### src/rtl/ex_mem_stage.sv
// ex_mem_stage: two-entry skid buffer between ALU and memory stages with branch resolution at accept.
module ex_mem_stage (
    input  logic        clk,
    input  logic        rst_n,
    input  logic        in_valid,
    output logic        in_ready,
    input  logic [31:0] in_result,
    input  logic        in_zero,
    input  logic        in_ltz,
    input  logic [4:0]  in_rd,
    input  logic        in_reg_write,
    input  logic [1:0]  in_br_type,
    input  logic [31:0] in_br_target,
    input  logic        flush,
    output logic        out_valid,
    input  logic        out_ready,
    output logic [31:0] out_result,
    output logic [4:0]  out_rd,
    output logic        out_reg_write,
    output logic        br_taken,
    output logic [31:0] br_target
);
    logic [37:0] main_q, skid_q, in_entry;
    logic        main_valid, skid_valid, accept, pop, taken;
    always_comb begin
        in_entry = {in_result, in_rd, in_reg_write};
        accept   = in_valid && in_ready && !flush;
        pop      = main_valid && out_ready;
        taken    = in_br_type == 2'b01 ? in_zero :
                   in_br_type == 2'b10 ? !in_zero :
                   in_br_type == 2'b11 ? in_ltz : 1'b0;
    end
    assign in_ready  = !skid_valid;
    assign out_valid = main_valid;
    assign {out_result, out_rd, out_reg_write} = main_q;
    always_ff @(posedge clk or negedge rst_n) begin
        if (!rst_n) begin
            main_q     <= '0;
            skid_q     <= '0;
            main_valid <= 1'b0;
            skid_valid <= 1'b0;
            br_taken   <= 1'b0;
            br_target  <= '0;
        end else begin
            br_taken <= accept && taken;
            if (accept && taken) br_target <= in_br_target;
            if (flush) begin
                main_valid <= 1'b0;
                skid_valid <= 1'b0;
            end else if (pop || !main_valid) begin
                // skid is only ever full while main is full, so it always drains first
                main_valid <= skid_valid || accept;
                if (skid_valid) main_q <= skid_q;
                else if (accept) main_q <= in_entry;
                skid_valid <= 1'b0;
            end else if (accept) begin
                skid_q     <= in_entry;
                skid_valid <= 1'b1;
            end
        end
    end
endmodule
### config.mk
export PLATFORM = sky130hd
export DESIGN_NAME = ex_mem_stage
export DESIGN_NICKNAME = d
export VERILOG_FILES = /design/src/rtl/ex_mem_stage.sv
export SDC_FILE = /design/constraint.sdc
export NUM_CORES = 1
export LEC_CHECK = 0
export ABC_CLOCK_PERIOD_IN_PS = 1800
export CORE_MARGIN = 4
export CORE_UTILIZATION = 46
export DETAILED_ROUTE_END_ITERATION = 10
export GPL_ROUTABILITY_DRIVEN = 0
export GPL_TIMING_DRIVEN = 0
export PLACE_DENSITY = 0.88
export SLEW_MARGIN = 20
export SYNTH_ARGS = -nofsm -noshare
export SYNTH_HDL_FRONTEND = slang
export SYNTH_SLANG_ARGS = --single-unit
### constraint.sdc
create_clock -name clk -period 1.8 [get_ports clk]
set_input_delay 0.36 -clock clk [delete_from_list [all_inputs] [get_ports clk]]
set_output_delay 0.36 -clock clk [all_outputs]
set_load 0.01 [all_outputs]
==> impl_results.md <==
- Outcome: finished, final reports clean
- Dpl cell area: 6290 µm²
- Non-Filler Instances: 631
- Critical path type: flop to flop
- Post-CTS Setup Inserts: 0
- Clock-pin transition on the worst setup and hold timing paths: 100 ps
- Sequential power share: 51.1%
- Die area: 11600 µm²
- Worst r2r src: skid_valid$_DFFE_PN0P_
- RSZ-0062 raised after global routing: false
- Mapped Area: 4590 µm²
- Layout area overhead: 41.4%
- Drt first pass iters: 4
- CTS buffer count: 9
- Post-route ant nets: 0
- Power Density: 1000 nW/µm²
- Cell variety after synth: 20
- Multi-input logic area: 1670 µm²
- Final hold vios: 0
- Core footprint: 9730 µm²
- Yosys warning count: 0
- Residual DRC: 0
- Clock Sinks: 111
- Clk network pwr share: 20.8%
- I/O Buffers: 151
- # diodes: 0
- Power, Total: 6.52 mW
- Worst Max-Slew Pin Slew: 533 ps
- Root Driver: clkbuf_8
- Sequential cell area: 2780 µm²
- Total gr overflow: 0
- HP Start: br_target[24]$_DFFE_PN0P_
- Crit. Startpoint: skid_valid$_DFFE_PN0P_
- Hold WC Path Type: flop to flop
- Layout cell share with drive strength beyond 1: 21.1%
- Max IR drop VDD: 0.602 mV
- Final Setup Violations: 0
- First-pass GRT wire length: 17600 µm
- Final Util: 66.7%
- Rows: 36
- Most common cell after layout, fill and taps aside: clkdlybuf4s50_1
- Fin. max-slew vios: 0
- Clock skew: 9.03 ps
- H-tree depth: 3
- Post-Syn Nets: 410
- Crit. End Element: flop
- Nets: 572
- Met2 routed WL: 6110 µm
- Most frequent cells in the layout: 149 x clkdlybuf4s50_1, 111 x dfrtp_1, 46 x mux2_2, 39 x nor2_1, 39 x a21oi_1
- P_int: 4.74 mW
- Layout Cell Area excl Fill: 6480 µm²
- Crit share post-route: 94.7%
- Net Switching: 1.78 mW
- WL met3: 484 µm
- CP max FO: 23
- Switching share of power: 27.3%
- Comb pwr share: 28.2%
- Vias post-DR: 3188
- Die W: 108 µm
- Worst Path Arrival: 1950 ps
- Initial antenna violation count: 0
- Starting Density: 47.1%
- Synth Register Bits: 111
- Post-layout min period: 1700 ps
- Leakage: 2.74 nW
- Post-Route WL: 11200 µm
- GRT Total Usage: 19.7%
- TritonCTS clock tree: built
- Critical path required time: 2050 ps
- Placed instance count: 616
- Avg Vias per Cell: 5.05
- FMAX: 0.587 GHz
- DR WL/cell: 17.8 µm
- Register area share after synthesis: 60.6%
- Slew HR: 64.5%
- Vias in the first global route: 3493
- DR top layer: met4
- DIE HEIGHT: 108 µm
- Startpoint types: flop
- Skew-Pair Late Insertion Delay: 360 ps
- Mapped Cells: 331
- Met1 Routed Length: 4420 µm
- Largest net degree at the start of global routing: 57
- Fillers: 732
- Dpl hpwl: 8300 µm
- Max Cap Viol: 0
- Iter 0 DRT Violations: 85
- Syn avg cell area: 13.9 µm²
- Clock Path Buffers: 2
- I/O Pins: 152
cells in the mapped netlist (all sizes together):
master | instances | area [µm²]
nand2b | 1 | 6.26
nor2 | 39 | 146
nor3 | 2 | 15.0
mux2 | 70 | 863
dfrtp | 111 | 2780
nor3b | 1 | 18.8
mux2i | 38 | 380
a21oi | 39 | 195
nor2b | 3 | 18.8
buf | 17 | 113
o32ai | 1 | 16.3
inv | 3 | 11.3
nand2 | 3 | 13.8
clkbuf | 3 | 11.3
final timing paths:
check,end,depth (start not counted),slack [ps]
worst max-delay path,skid_q[18]$_DFFE_PN0P_,6,100
worst min-delay path,br_target[24]$_DFFE_PN0P_,1,510
worst max register to register,skid_q[18]$_DFFE_PN0P_,6,100
worst min register to register,br_target[24]$_DFFE_PN0P_,1,510
max in group asynchronous,main_q[37]$_DFFE_PN0P_,3,630
min in group asynchronous,skid_q[19]$_DFFE_PN0P_,2,530
layer usage:
metal	vias to the layer above	track usage [%]
met5	-	0
met4	0	6.85
met3	15	4.32
met2	83	34.4
met1	1622	24.0
li1	1468	-
logic make-up (layout without fill, tap and decap cells):
group           count (synthesis)  in the layout  share of synthesized area, %
simple gates                   49             49                          4.77
flops                         111            111                          60.6
mux                           108            108                          27.1
buf+inv                        23            190                          2.95
compound gates                 40             40                          4.61
area by class of cell:
type / count / share of cell area [%]
plain buffers: 18 / 2.03
clock buffers: 11 / 2.18
clock inverters: 5 / 0.521
inverters: 3 / 0.174
multi-input cells: 197 / 25.8
flip-flops and latches: 111 / 42.8
well taps: 133 / 2.57
repair buffers: 153 / 23.9
power groups by stage:
stage,clock network (mW),logic [mW],registers [mW]
2_1_floorplan,0,0.644,3.47
3_3_place_gp,0,1.78,3.33
3_5_place_dp,0,1.85,3.37
4_1_cts,1.41,1.86,3.33
5_1_grt,1.51,1.97,3.39
6_report,1.35,1.83,3.33
through the flow:
step	setup slack [ps]	setup TNS (ps)	hold slack, ps
4_1_cts	34.8	0	513
2_1_floorplan	335	0	64.4
3_3_place_gp	-3720	-428580	472
5_1_grt	3.93	0	520
3_5_place_dp	-234	-19090	356
6_report	95.2	0	509
registers in the layout (all words and copies together) (netlist names):
register,flops
skid_q,38
main_q,38
br_target,32
skid_valid,1
br_taken,1
out_valid,1
worst max-delay path, cell delays in order, from the launching register on:
cell     delay [ps]
dfrtp_1         410
buf_12          180
nor3b_4         240
nand2_1         110
buf_6           170
buf_6           170
mux2_4          310
repair_timing:
action,in CTS,in global routing
hold buffers,1,0
pin swaps,0,0
resized for setup,3,10
setup endpoints to repair,1,37
hold endpoints to repair,55,0
(Power assumes the default switching activity.)
